### config.mk
export PLATFORM = sky130hd
export DESIGN_NAME = main_control_fsm
export DESIGN_NICKNAME = d
export VERILOG_FILES = /design/src/rtl/riscv_ctrl_pkg.sv /design/src/rtl/main_aluop_enc.sv /design/src/rtl/main_control_fsm.sv
export SDC_FILE = /design/constraint.sdc
export NUM_CORES = 1
export LEC_CHECK = 0
export CAP_MARGIN = 40
export CORE_ASPECT_RATIO = 0.75
export CORE_UTILIZATION = 35
export DETAILED_ROUTE_END_ITERATION = 10
export SLEW_MARGIN = 30
export SYNTH_ARGS = -nofsm -noshare
export SYNTH_HDL_FRONTEND = slang
export SYNTH_SLANG_ARGS = --single-unit
### constraint.sdc
create_clock -name clk -period 2.8 [get_ports clk]
set_input_delay 0.28 -clock clk [delete_from_list [all_inputs] [get_ports clk]]
set_output_delay 0.28 -clock clk [all_outputs]
set_load 0.03 [all_outputs]
### src/rtl/riscv_ctrl_pkg.sv
// riscv_ctrl_pkg: opcodes, aluop_d codes, mux select codes and state encoding shared by the multicycle controller
package riscv_ctrl_pkg;
    localparam logic [6:0] OP_LOAD   = 7'b0000011;
    localparam logic [6:0] OP_STORE  = 7'b0100011;
    localparam logic [6:0] OP_R      = 7'b0110011;
    localparam logic [6:0] OP_I      = 7'b0010011;
    localparam logic [6:0] OP_BRANCH = 7'b1100011;
    localparam logic [6:0] OP_JAL    = 7'b1101111;
    localparam logic [6:0] OP_LUI    = 7'b0110111;
    localparam logic [2:0] F3_BNE    = 3'b001;
    localparam logic [3:0] ALU_ADD = 4'b0000;
    localparam logic [3:0] ALU_IMM = 4'b0010;
    localparam logic [3:0] ALU_R   = 4'b0110;
    localparam logic [3:0] ALU_BNE = 4'b1100;
    localparam logic [3:0] ALU_JAL = 4'b1101;
    localparam logic [3:0] ALU_LUI = 4'b0111;
    localparam logic [1:0] SRCA_PC    = 2'b00;
    localparam logic [1:0] SRCA_OLDPC = 2'b01;
    localparam logic [1:0] SRCA_RS1   = 2'b10;
    localparam logic [1:0] SRCB_RS2   = 2'b00;
    localparam logic [1:0] SRCB_IMM   = 2'b01;
    localparam logic [1:0] SRCB_FOUR  = 2'b10;
    localparam logic [1:0] RES_ALUOUT = 2'b00;
    localparam logic [1:0] RES_MEM    = 2'b01;
    localparam logic [1:0] RES_ALU    = 2'b10;
    typedef enum logic [3:0] {
        FETCH, DECODE, MEMADR, MEMREAD, MEMWB, MEMWRITE, EXEC_R,
        EXEC_I, ALUWB, BRANCH, JAL, LUI, TRAP
    } state_t;
endpackage

### src/rtl/main_aluop_enc.sv
// main_aluop_enc: maps controller state to the aluop_d code consumed by ALU_Control
module main_aluop_enc
    import riscv_ctrl_pkg::*;
(
    input  state_t      state,
    output logic [3:0]  aluop_d
);
    always_comb begin
        aluop_d = state == EXEC_R ? ALU_R   :
                  state == EXEC_I ? ALU_IMM :
                  state == BRANCH ? ALU_BNE :
                  state == JAL    ? ALU_JAL :
                  state == LUI    ? ALU_LUI : ALU_ADD;
    end
endmodule

### src/rtl/main_control_fsm.sv
// main_control_fsm: multicycle RISC-V main controller with retired-instruction count and illegal-opcode trap
module main_control_fsm
    import riscv_ctrl_pkg::*;
#(
    parameter int CNT_W = 32
) (
    input  logic             clk,
    input  logic             reset,
    input  logic [6:0]       opcode,
    input  logic [2:0]       funct3,
    input  logic             zero,
    input  logic             mem_ready,
    output logic [3:0]       aluop_d,
    output logic [1:0]       alusrca,
    output logic [1:0]       alusrcb,
    output logic [1:0]       resultsrc,
    output logic             adr_src,
    output logic             mem_req,
    output logic             mem_we,
    output logic             ir_write,
    output logic             pc_write,
    output logic             reg_write,
    output logic             illegal,
    output logic [CNT_W-1:0] instret
);
    state_t state, next_state;
    logic [3:0] enc_aluop;
    logic retire;

    main_aluop_enc u_enc (.state(state), .aluop_d(enc_aluop));

    assign aluop_d = reset ? ALU_ADD : enc_aluop;
    assign retire  = next_state == FETCH &&
                     (state == MEMWB || state == MEMWRITE || state == ALUWB || state == BRANCH);

    always_ff @(posedge clk) begin
        if (reset) begin
            state   <= FETCH;
            instret <= '0;
        end else begin
            state <= next_state;
            if (retire) instret <= instret + 1'b1;
        end
    end

    always_comb begin
        next_state = state;
        alusrca    = SRCA_PC;
        alusrcb    = SRCB_RS2;
        resultsrc  = RES_ALUOUT;
        adr_src    = 1'b0;
        mem_req    = 1'b0;
        mem_we     = 1'b0;
        ir_write   = 1'b0;
        pc_write   = 1'b0;
        reg_write  = 1'b0;
        illegal    = 1'b0;
        case (state)
            FETCH: begin
                mem_req    = 1'b1;
                alusrcb    = SRCB_FOUR;
                resultsrc  = RES_ALU;
                ir_write   = mem_ready;
                pc_write   = mem_ready;
                next_state = mem_ready ? DECODE : FETCH;
            end
            DECODE: begin
                alusrca    = SRCA_OLDPC;
                alusrcb    = SRCB_IMM;
                next_state = (opcode == OP_LOAD || opcode == OP_STORE) ? MEMADR :
                             opcode == OP_R   ? EXEC_R :
                             opcode == OP_I   ? EXEC_I :
                             (opcode == OP_BRANCH && funct3 == F3_BNE) ? BRANCH :
                             opcode == OP_JAL ? JAL :
                             opcode == OP_LUI ? LUI : TRAP;
            end
            MEMADR: begin
                alusrca    = SRCA_RS1;
                alusrcb    = SRCB_IMM;
                next_state = opcode == OP_STORE ? MEMWRITE : MEMREAD;
            end
            MEMREAD: begin
                mem_req    = 1'b1;
                adr_src    = 1'b1;
                next_state = mem_ready ? MEMWB : MEMREAD;
            end
            MEMWB: begin
                resultsrc  = RES_MEM;
                reg_write  = 1'b1;
                next_state = FETCH;
            end
            MEMWRITE: begin
                mem_req    = 1'b1;
                mem_we     = 1'b1;
                adr_src    = 1'b1;
                next_state = mem_ready ? FETCH : MEMWRITE;
            end
            EXEC_R: begin
                alusrca    = SRCA_RS1;
                next_state = ALUWB;
            end
            EXEC_I: begin
                alusrca    = SRCA_RS1;
                alusrcb    = SRCB_IMM;
                next_state = ALUWB;
            end
            ALUWB: begin
                reg_write  = 1'b1;
                next_state = FETCH;
            end
            BRANCH: begin
                alusrca    = SRCA_RS1;
                pc_write   = ~zero;
                next_state = FETCH;
            end
            JAL: begin
                alusrca    = SRCA_OLDPC;
                alusrcb    = SRCB_FOUR;
                pc_write   = 1'b1;
                next_state = ALUWB;
            end
            LUI: begin
                alusrcb    = SRCB_IMM;
                next_state = ALUWB;
            end
            default: begin
                illegal    = 1'b1;
                next_state = TRAP;
            end
        endcase
        // Reset abandons any in-flight access in the same cycle; illegal stays visible until the edge.
        if (reset) begin
            {alusrca, alusrcb, resultsrc} = '0;
            {adr_src, mem_req, mem_we, ir_write, pc_write, reg_write} = '0;
        end
    end
endmodule

==> results of run 1 <==
-- worst reg2reg max path, cell delays in order, from the launching register on --
cell                        delay, ns
sky130_fd_sc_hd__dfxtp_1         0.60
sky130_fd_sc_hd__xnor2_2         0.24
sky130_fd_sc_hd__nor4b_4         0.39
sky130_fd_sc_hd__o2111ai_2       0.18
sky130_fd_sc_hd__buf_4           0.25
sky130_fd_sc_hd__or4_1           0.52
sky130_fd_sc_hd__a21oi_1         0.18
-- sequential cells by signal (all words and copies together), names as in the netlist --
name / flops
instret: 32
state: 4
-- report_power, final --
group / internal [µW] / leakage, µW / switching [µW] / total [µW]
logic: 70.0 / 0.000585 / 93.5 / 164
registers: 517 / 0.000290 / 12.7 / 530
clock network: 314 / 0.0000645 / 185 / 500
-- path summary, 6_finish.rpt --
check	endpoint	startpoint	cells after the start
worst max-delay path	aluop_d[3]	state[3]$_SDFF_PP0_	5
worst min-delay path	instret[31]$_SDFFE_PP0P_	instret[31]$_SDFFE_PP0P_	2
worst max register to register	instret[23]$_SDFFE_PP0P_	state[3]$_SDFF_PP0_	6
worst min register to register	instret[31]$_SDFFE_PP0P_	instret[31]$_SDFFE_PP0P_	2
-- layer usage --
layer	up-vias	global-route usage, %
met5	-	0
met4	0	4.615
met3	7	3.704
met2	65	25.76
met1	1046	27.45
li1	1142	-
-- per-stage QoR --
step	setup WS, ns	power [µW]	utilization [%]	area [µm²]	std cells
final	0.2841	1193	50.40	2967	415
after global routing	0.08135	1243	50.40	2967	415
after CTS	0.2643	1206	50.40	2967	415
after detailed placement	0.2216	705.5	48.26	2840	407
after global placement	0.3002	703.7	48.26	2840	407
after floorplan	0.3512	639.2	-	2160	273
-- area by class of cell --
type | count | area, µm²
fillers | 574 | 2919
clock buffers | 7 | 96.34
well taps | 78 | 97.59
repair buffers | 72 | 658.1
multi-input cells | 212 | 1330
flip-flops and latches | 36 | 720.7
inverters | 9 | 33.78
clock inverters | 1 | 30.03
-- cells by family after synthesis --
group | share of synthesized area (%)
xor gates and xnor gates | 4.404
DFF | 33.37
and+or+nand+nor | 35.28
muxes | 0.4635
buffers and inverters | 5.040
adders and majority gates | 0.5793
AOI/OAI and AO/OA | 20.86
-- Yosys cell counts, types with 2 or more instances --
cell type	count
sky130_fd_sc_hd__nor3b_1	2
sky130_fd_sc_hd__o31ai_1	12
sky130_fd_sc_hd__or2_2	2
sky130_fd_sc_hd__o21ai_0	17
sky130_fd_sc_hd__nor2b_1	7
sky130_fd_sc_hd__xor2_1	6
sky130_fd_sc_hd__nand4_1	9
sky130_fd_sc_hd__clkbuf_1	11
sky130_fd_sc_hd__nor3_1	7
sky130_fd_sc_hd__nor4_1	4
sky130_fd_sc_hd__nand3b_1	2
sky130_fd_sc_hd__a2111oi_0	2
sky130_fd_sc_hd__nor4b_4	2
sky130_fd_sc_hd__or3b_2	2
sky130_fd_sc_hd__or4_1	12
sky130_fd_sc_hd__and2_1	5
sky130_fd_sc_hd__nor2_1	23
sky130_fd_sc_hd__buf_2	3
sky130_fd_sc_hd__o311ai_0	2
sky130_fd_sc_hd__a21oi_1	30
sky130_fd_sc_hd__and3_1	2
sky130_fd_sc_hd__and3b_1	2
sky130_fd_sc_hd__xnor2_1	3
sky130_fd_sc_hd__nand3_1	6
sky130_fd_sc_hd__nand2_1	21
sky130_fd_sc_hd__or3_1	15
sky130_fd_sc_hd__o211ai_1	2
sky130_fd_sc_hd__dfxtp_1	36
sky130_fd_sc_hd__inv_1	9
==> results, run 1 <==
- The flow ran to the end, and the final reports show no timing, DRC or antenna violations.
- The kind of cell adding the most delay to the critical path is buffers and inverters.
- Of the cells placed in the final design, the portion with a size suffix greater than 1 is 12.46%.
- Entering global routing, the biggest net connects 30 pins.
- The residual DRC count is 0.
- The vias per cell is 5.446.
- From bottom edge to top edge, the die measures 70.03 µm.
- The number of buffers and inverters on the critical path is 2.
- The number of max-slew violations in the final report is 0.
- Counting flops with an async set or reset pin after synthesis yields a share of 0%.
- Post-CTS repair changed the size of 0 cells.
- The number of clock buffers added by TritonCTS is 5.
- At the pin with the least slew margin, the transition time is 0.5402 ns.
- The area share of the largest cell type after synthesis is 33.37%.
- The number of endpoints with negative hold slack in the final report is 0.
- The maximum achievable frequency is 397.5 MHz.
- The critical path goes through inv_1 > nor2_1 > o21ai_0 > nor2_1 > clkdlybuf4s50_1.
- The worst setup path is captured at a primary output.
- The number of ports placed on the die boundary is 63.
- The number of port buffers is 62.
- The leading cell type in the layout, fill and taps excluded is sky130_fd_sc_hd__clkdlybuf4s50_1.
- Setup violations remaining at the end of the flow were counted as 0.
- CTS built an H-tree with a depth of 2.
- The die covers 6491 µm².
- The routed length per instance is 13.94 µm.
- Setup repair after global routing left no endpoint under its margin.
- After legalization and detailed placement, the total HPWL measured 4175 µm.
- After clock tree synthesis, the clock-pin slew on the worst setup and hold paths is 0.07 ns.
- After clock tree synthesis, the setup repair step added 0 buffers.
- The die is 92.70 µm wide.
- The number of diodes is 0.
- The root buffer cell is sky130_fd_sc_hd__clkbuf_8.
- Sequential elements use 33.37% of the synthesized area.
- The number of antenna violations at the first check in global routing is 0.
- The TritonCTS clock tree is yes.
- The relative slew slack is 63.53%.
- Counting every sink on the clock net gives 36.
- The final route contains 2260 vias.
- Across every metal layer, demand over resource in global routing totals 18.09%.
- Wires add up to 5787 µm.
- The highest-delay cell along the critical path is sky130_fd_sc_hd__clkdlybuf4s50_1.
- The sort of element at the start of the critical path is a flop.
- In the detailed route, the total length drawn on met3 is 298 µm.
- The effective utilization at floorplan is 36.69%.
- The first detailed-routing pass ran for 4 iterations.
- Global routing finished with a remaining overflow of 0.
- VDD sags by at most 246.2 µV.
- The number of nets at the end of the flow is 351.
- The worst reg-to-reg setup slack is 0.37 ns.
- The largest stage delay on the critical path is 0.67 ns.
- Hold timing on the final database bottoms out at a slack of 0.4871 ns.
- The tightest min-delay check is of the reg2reg type.
- Along the worst path, the maximum fanout reaches 12.
- The number of buffers between clock root and the deepest sink is 2.
- The library cells used most frequently in the layout, excluding fill and tap cells, are 47 x sky130_fd_sc_hd__clkdlybuf4s50_1, 36 x sky130_fd_sc_hd__dfxtp_1, 30 x sky130_fd_sc_hd__a21oi_1.
- The number of global-route vias before repair is 1953.
- In this run the power density over the cells is 402.2 nW/µm².
- After routing, the total negative slack on setup checks comes to 0 ns.
- The number of nets still failing antenna checks after routing is 0.
- For the final database, setup skew stands at 0.006293 ns.
- For this block, wires on met1 add up to 3012 µm.
- The total standard cell area after synthesis is 2160 µm².
- The first routing iteration left 131 violations.
- The total number of yosys warnings is 0.
- The data arrival time of the critical path is 2.24 ns.
- Synthesis produced a netlist with a net count of 288.
- The fraction of the cycle the final worst path needs is 89.85%.
- The floorplan has 24 rows.
- The clock reaches the later pin of the worst-skew pair after 0.28 ns.
- The number of max-cap violations is 0.
- The met2 wire length is 2419 µm.
- Data on the critical path is required at its endpoint by 2.52 ns.
- The critical path is of the reg2out type.
- The synthesized netlist contains 46 unique library cells.
- The cell repeated most along the worst path is sky130_fd_sc_hd__nor2_1.
- The dominant cell type by area after synthesis is sky130_fd_sc_hd__dfxtp_1.
- The most used flip-flop cell after synthesis is sky130_fd_sc_hd__dfxtp_1.
- The global-route wire length before repair is 9508 µm.
- The routability congestion estimate is 0.8847.
- Synthesis inferred 36 register bits.
- The highest signal layer in the routed design is met4.
- The cell count after synthesis came out at 273.
- After synthesis, the mean cell area works out to 7.911 µm².
- Hold repair after CTS inserted 0 buffers.
- The area growth from synthesis to layout is 37.37%.
- The number of enable flip-flop cells after synthesis is 0.
- The leakage power of the design is 0.0009395 µW.
- The placeable core region is 5886 µm².
- Ranked by total cell area, the synthesized netlist is headed by sky130_fd_sc_hd__dfxtp_1 33%, sky130_fd_sc_hd__a21oi_1 7.0%, sky130_fd_sc_hd__or3_1 4.3%, sky130_fd_sc_hd__o31ai_1 4.2%, sky130_fd_sc_hd__or4_1 4.2%.
- The final critical delay including setup and external delays is 2.516 ns.
No activity file was read; power rests on OpenSTA's default activity.
==> inputs of run 2 (changes only) <==
- PLACE_DENSITY: default -> 0.69
==> results, run 2 (synthesized netlist as in run 1, its figures left out) <==
- The pin count of the biggest net entering global routing is 32 (+6.7%).
- The aggregate routed wire length is 5497 µm (-5.0%).
- Setup repair after global routing left no endpoint under its margin.
- The power spent charging and discharging nets is 303.1 µW (+4.0%).
- The total global routing track utilization was 16.95% (-1.1 points).
- The slowest stage of the critical path belongs to the cell sky130_fd_sc_hd__clkdlybuf4s50_1.
- The clock slew at the register clock pins of the worst setup and hold paths is 0.08 ns (about the same).
- The number of ports placed on the die boundary is 63 (unchanged).
- The total power divided by cell area is 388.8 nW/µm² (-3.3%).
- The global-route wire length before repair is 8880 µm (-6.6%).
- The cell repeated most along the worst path is sky130_fd_sc_hd__buf_4.
- The flip-flop and latch area is 721.9 µm² (+0.17%).
- The total number of vias is 2241 (-0.84%).
- The clock group share of total power is 39.9% (-2.0 points).
- The worst voltage drop across the vdd grid is 172.3 µV (-30%).
- The cell internal power dissipation is 852.6 µW (-5.4%).
- The count of clock tree sinks came to 36 (unchanged).
- The number of buffers between clock root and the deepest sink is 2 (unchanged).
- The transition time at the pin with the least slew margin is 0.5227 ns (-0.01752 ns).
- The final worst clock skew was 0.009953 ns (+0.003660 ns).
- The number of max-cap violations is 0 (unchanged).
- The worst setup path is launched from a flop.
- The final critical delay including setup and external delays came to 2.541 ns (+0.02542 ns).
- The residual DRC count is 0 (unchanged).
- The residual overflow from global routing was 0 (unchanged).
- The number of diodes is 0 (unchanged).
- The number of port buffers came to 62 (unchanged).
- The required time reported for the critical path endpoint is 2.52 ns (about the same).
- The total negative slack for setup checks is 0 ns (unchanged).
- The multi-input logic area is 1330 µm² (unchanged).
- The deepest level of the CTS H-tree is 2 (unchanged).
- Traced cell by cell, the critical path runs through buf_4 > buf_4 > nor2b_1 > nand2_1 > a21oi_1 > clkdlybuf4s50_1.
- The number of buffers inserted by hold repair at cts is 0 (unchanged).
- The maximum achievable frequency was 393.5 MHz (-1.0%).
- The switching share of power is 26.23% (+1.8 points).
- The tree is rooted in a sky130_fd_sc_hd__clkbuf_8.
- The run finished with clean final reports.
- The die height is 70.03 µm (unchanged).
- The largest registers in the layout are instret: 32 flops, state: 4 flops.
- The clock network latency to the later pin of the worst-skew pair is 0.30 ns (+0.02 ns).
- The type of element capturing the critical path is a primary output.
- The number of placement rows is 24 (unchanged).
- The area overhead of the layout relative to synthesis is 37.66%.
- The filler cell count was 588 (+2.4%).
- The register with the highest flop count is instret.
- The fraction of the cycle the final worst path needs is 90.76% (+0.91 points).
- The number of endpoints with negative hold slack in the final report is 0 (unchanged).
- The routed length per instance is 13.18 µm (-5.5%).
- The count of TritonRoute iterations in the first routing pass is 4 (unchanged).
- The TritonCTS clock tree is yes.
- The final number of setup-violating endpoints was 0 (unchanged).
- The number of nets at the end of the flow was 353 (+0.57%).
- The flip-flop count of the largest register, all copies and words added was 32 (unchanged).
- The data arrival time of the critical path came to 2.26 ns (+0.02 ns).
- The effective utilization at floorplan is 36.69% (unchanged).
- The ratio of cells with drive above 1 in the final layout came to 12.68% (+0.22 points).
- The vias per cell is 5.374 (-1.3%).
- The leakage power of the design is 0.0009363 µW (-0.34%).
- The horizontal die dimension came to 92.70 µm (unchanged).
- The number of global-route vias before repair is 1787 (-8.5%).
- The leading cell type in the layout, fill and taps excluded is sky130_fd_sc_hd__clkdlybuf4s50_1.
- The post-route total power is 1156 µW (-3.1%).
- The critical path is of the reg2out type.
- The relative slew slack is 64.71% (+1.2 points).
- The top cell types in the final layout, fill and taps aside, are 49 x sky130_fd_sc_hd__clkdlybuf4s50_1, 35 x sky130_fd_sc_hd__dfxtp_1, 30 x sky130_fd_sc_hd__a21oi_1.
- The part of the power in registers came to 45.8% (+1.4 points).
- The detailed placer's ending HPWL is 3991 µm (-4.4%).
- The placeable core region is 5886 µm² (unchanged).
- The number of antenna violations at the first check in global routing came to 0 (unchanged).
- The clock buffer count from CTS is 5 (unchanged).
- The fraction of power consumed by combinational cells came to 14.3% (+0.6 points).
- The number of DRC markers after the initial detailed-route iteration is 122 (-6.9%).
- In this run the worst hold path is classified as reg2reg.
- The worst slack on hold paths came to 0.4956 ns (+0.008467 ns).
- The largest stage delay on the critical path is 0.68 ns (about the same).
- The maximum fanout count along the critical path came to 13 (+1).
- The number of nets still failing antenna checks after routing is 0 (unchanged).
- The number of max-slew violations in the final report is 0 (unchanged).
- The routability congestion estimate came to 0.7781 (-12%).
- The core utilization of the finished layout is 50.51% (+0.11 points).
- The area of the die is 6491 µm² (unchanged).
-- run 2: cell count changes in the layout (fill, tap and decap cells not counted), sizes merged --
| cell | before | now |
|---|---|---|
| clkbuf | 7 | 5 |
| clkdlybuf4s50 | 47 | 49 |
| clkinv | 0 | 1 |
| clkinvlp | 0 | 1 |
-- run 2: final timing paths --
check	endpoint	slack (ns)	cells past startpoint	startpoint
max	alusrcb[0]	0.26	6	state[1]$_SDFF_PP0_
min	instret[31]$_SDFFE_PP0P_	0.50	2	instret[31]$_SDFFE_PP0P_
max reg2reg	instret[30]$_SDFFE_PP0P_	0.51	6	state[2]$_SDFF_PP0_
min reg2reg	instret[31]$_SDFFE_PP0P_	0.50	2	instret[31]$_SDFFE_PP0P_
-- run 2: power groups by stage --
stage               clock [µW]  sequential, µW  combinational [µW]
CTS                        473             529                 166
detailed placement           0             541                 165
global placement             0             540                 164
global route               495             530                 179
floorplan                    0             539                99.8
finish                     461             529                 165
-- run 2: cell type report --
cell class	instances	share of cell area [%]
sequential	36	24.28
multi-input combinational	212	44.74
clock inverter	3	1.431
timing repair buffer	74	22.81
clock buffer	5	2.315
inverter	9	1.136
tap	78	3.283
-- run 2: metrics by stage --
step                      setup slack [ns]  area, µm²  std cells
after floorplan                     0.3512       2160        273
after global placement              0.3130       2860        409
after detailed placement            0.3044       2860        409
after CTS                           0.1365       2972        417
after global routing                0.1340       2973        417
final                               0.2587       2973        417
-- run 2: worst max-delay path, delay by kind of cell (launching register included) --
kind                   cells  cell delay, ns
AOI/OAI and AO/OA          1            0.13
buffers and inverters      3            1.10
DFF                        1            0.40
and+or+nand+nor            2            0.34
-- run 2: what timing repair did --
action,4_1_cts,5_1_grt
endpoints found under the hold margin,0,0
gates resized for setup,0,1
setup buffers,0,0
setup endpoints to repair,0,1
-- run 2: metal layers --
metal	vias up	share of wire, %	GRT usage [%]
li1	1149	-	-
met1	1021	53	26.21
met2	64	40	23.05
met3	7	6.0	3.922
met4	0	1.0	4.615
met5	-	0	0
==> inputs of run 3 (changes only) <==
- CORE_ASPECT_RATIO: 0.75 -> 1.2
==> results, run 3 (synthesized netlist as in run 1, its figures left out) <==
- The run finished with clean final reports.
- The largest stage delay on the critical path came to 0.70 ns (+0.02 ns).
- The detailed placer's ending HPWL is 3944 µm (-1.2%).
- The total global routing track utilization came to 17.19% (+0.24 points).
- The number of DRC markers after the initial detailed-route iteration came to 70 (-43%).
- TritonCTS built the clock tree.
- The filler cell count came to 620 (+5.4%).
- The number of nets at the end of the flow was 352 (-0.28%).
- The ratio of cells with drive above 1 in the final layout is 12.13% (-0.55 points).
- The horizontal die dimension was 73.71 µm (-20%).
- The die height is 88.05 µm (+26%).
- The effective utilization at floorplan is 35.92% (-0.77 points).
- The final critical delay including setup and external delays was 2.559 ns (+0.01733 ns).
- The post-route total power is 1067 µW (-7.7%).
- The total negative slack for setup checks is 0 ns (unchanged).
- The vias per cell is 5.298 (-1.4%).
- The leading cell type in the layout, fill and taps excluded is sky130_fd_sc_hd__clkdlybuf4s50_1.
- The number of global-route vias before repair was 1936 (+8.3%).
- The type of element capturing the critical path is a primary output.
- The core utilization of the finished layout is 49.07% (-1.4 points).
- The clock slew at the register clock pins of the worst setup and hold paths is 0.07 ns (about the same).
- The source of the worst register-to-register timing path is state[3]$_SDFF_PP0_.
- The residual overflow from global routing came to 0 (unchanged).
- The number of max-cap violations is 0 (unchanged).
- The routed length per instance is 12.73 µm (-3.4%).
- The final worst clock skew is 0.004565 ns (-0.005388 ns).
- The total of cells resized after clock tree synthesis is 0 (unchanged).
- The worst hold path stage count came to 2 (unchanged).
- The pin count of the biggest net entering global routing is 37 (+16%).
- The required time reported for the critical path endpoint came to 2.52 ns (about the same).
- The library cells used most frequently in the layout, excluding fill and tap cells, are 49 x sky130_fd_sc_hd__clkdlybuf4s50_1, 36 x sky130_fd_sc_hd__dfxtp_1, 30 x sky130_fd_sc_hd__a21oi_1.
- The end of the worst register-to-register path is instret[31]$_SDFFE_PP0P_.
- The startpoint identified for the worst hold timing path is instret[30]$_SDFFE_PP0P_.
- The multi-input logic area is 1330 µm² (unchanged).
- The part of the power in registers is 49.7% (+3.9 points).
- The cell internal power dissipation is 784.2 µW (-8.0%).
- The count of clock tree sinks is 36 (unchanged).
- The total number of vias is 2225 (-0.71%).
- The deepest level of the CTS H-tree was 2 (unchanged).
- For hold timing, the worst endpoint is instret[30]$_SDFFE_PP0P_.
- The number of buffers between clock root and the deepest sink came to 2 (unchanged).
- The fraction of the cycle the final worst path needs was 91.38% (+0.62 points).
- The sort of element at the start of the critical path is a flop.
- The relative slew slack is 63.96% (-0.76 points).
- The number of endpoints with negative hold slack in the final report is 0 (unchanged).
- The maximum achievable frequency is 390.8 MHz (-0.68%).
- The number of diodes is 0 (unchanged).
- Walking the worst path, the cells encountered are inv_1 > nor2_1 > nand2_1 > a21oi_1 > clkdlybuf4s50_1.
- The area of the die is 6489 µm² (about the same).
- The flip-flop count of the largest register, all copies and words added is 32 (unchanged).
- The maximum fanout count along the critical path is 12 (-1).
- In the final layout, the registers with the most flip-flops are instret: 32 flops, state: 4 flops.
- The post-CTS setup repair buffer count came to 0 (unchanged).
- The power spent charging and discharging nets was 282.9 µW (-6.7%).
- The number of nets still failing antenna checks after routing is 0 (unchanged).
- The clock buffer count from CTS was 5 (unchanged).
- The worst reg-to-reg path cell count is 6 (unchanged).
- The transition time at the pin with the least slew margin is 0.5339 ns (+0.01119 ns).
- The number of max-slew violations in the final report is 0 (unchanged).
- The number of buffers inserted by hold repair at cts is 0 (unchanged).
- The number of port buffers was 62 (unchanged).
- The clock group share of total power is 35.1% (-4.8 points).
- The number of ports placed on the die boundary is 63 (unchanged).
- The leakage power of the design is 0.0009275 µW (-0.94%).
- The worst voltage drop across the vdd grid came to 168.0 µV (-2.5%).
- The number of placement rows is 31 (+29%).
- The root buffer cell chosen for the clock tree is sky130_fd_sc_hd__clkbuf_8.
- The aggregate routed wire length came to 5346 µm (-2.7%).
- The area overhead of the layout relative to synthesis is 36.62%.
- The register with the highest flop count is instret.
- The global-route wire length before repair is 8838 µm (-0.47%).
- The count of TritonRoute iterations in the first routing pass is 4 (unchanged).
- The path type of the worst min-delay path is reg2reg.
- Setup repair after global routing left no endpoint under its margin.
- The flip-flop and latch area is 720.7 µm² (-0.17%).
- The clock network latency to the later pin of the worst-skew pair was 0.28 ns (-0.02 ns).
- The worst reg-to-reg setup slack came to 0.46 ns (-0.05 ns).
- The number of antenna violations at the first check in global routing is 0 (unchanged).
- The switching share of power was 26.51% (+0.28 points).
- The final number of setup-violating endpoints is 0 (unchanged).
- The total power divided by cell area is 361.7 nW/µm² (-7.0%).
- By startpoint and endpoint, the worst setup path is classified as reg2out.
- The placeable core region came to 6012 µm² (+2.1%).
- The highest-delay cell along the critical path is sky130_fd_sc_hd__clkdlybuf4s50_1.
- The residual DRC count is 0 (unchanged).
- The fraction of power consumed by combinational cells is 15.2% (+0.9 points).
- The data arrival time of the critical path is 2.28 ns (+0.02 ns).
- The routability congestion estimate is 0.8514 (+9.4%).
==> run 3: per-stage QoR <==
stage                     worst slack [ns]  hold WS (ns)  cells  area (µm²)
after detailed placement            0.2618        0.4776    412        2858
after floorplan                     0.3512        0.5286    273        2160
final                               0.2414        0.4991    420        2950
after CTS                           0.2103        0.5005    420        2950
after global placement              0.3092        0.4690    412        2858
after global routing                0.1241        0.5327    420        2950
==> run 3: metal layers <==
metal  vias to the layer above  wire length, µm  GRT usage [%]
li1                       1141                -              -
met1                      1033             2460          21.62
met2                        49             2664          29.27
met3                         2              180          3.913
met4                         0               40          4.720
met5                         -                0              0
==> run 3: layout make-up <==
cell class,count,share of cell area (%)
Clock inverter,2,0.3393
Inverter,9,1.145
Timing Repair Buffer,73,22.73
Tap cell,82,3.478
Sequential cell,36,24.43
Clock buffer,6,2.799
Multi-Input combinational cell,212,45.08
==> run 3: worst max path at each step <==
stage,slack (ns),endpoint,cells past startpoint,from
after floorplan,0.35,alusrcb[1],6,state[1]$_SDFF_PP0_
after global placement,0.31,instret[31]$_SDFFE_PP0P_,7,opcode[4]
after detailed placement,0.26,instret[23]$_SDFFE_PP0P_,7,opcode[4]
after CTS,0.21,aluop_d[2],5,state[3]$_SDFF_PP0_
after global routing,0.12,aluop_d[2],5,state[3]$_SDFF_PP0_
final,0.24,aluop_d[2],5,state[3]$_SDFF_PP0_
==> run 3: power by group through the flow <==
stage          Sequential (µW)  Combinational, µW  Clock, µW
6_report                   530                162        375
3_3_place_gp               542                161          0
5_1_grt                    531                175        413
2_1_floorplan              539               99.8          0
4_1_cts                    530                164        386
3_5_place_dp               542                163          0
==> run 3: worst max-delay path: cells and delay by family, from the launching register on <==
family / cells / cell delay (ns)
buf+inv: 2 / 0.92
compound gates: 1 / 0.18
simple gates: 2 / 0.31
flops: 1 / 0.59
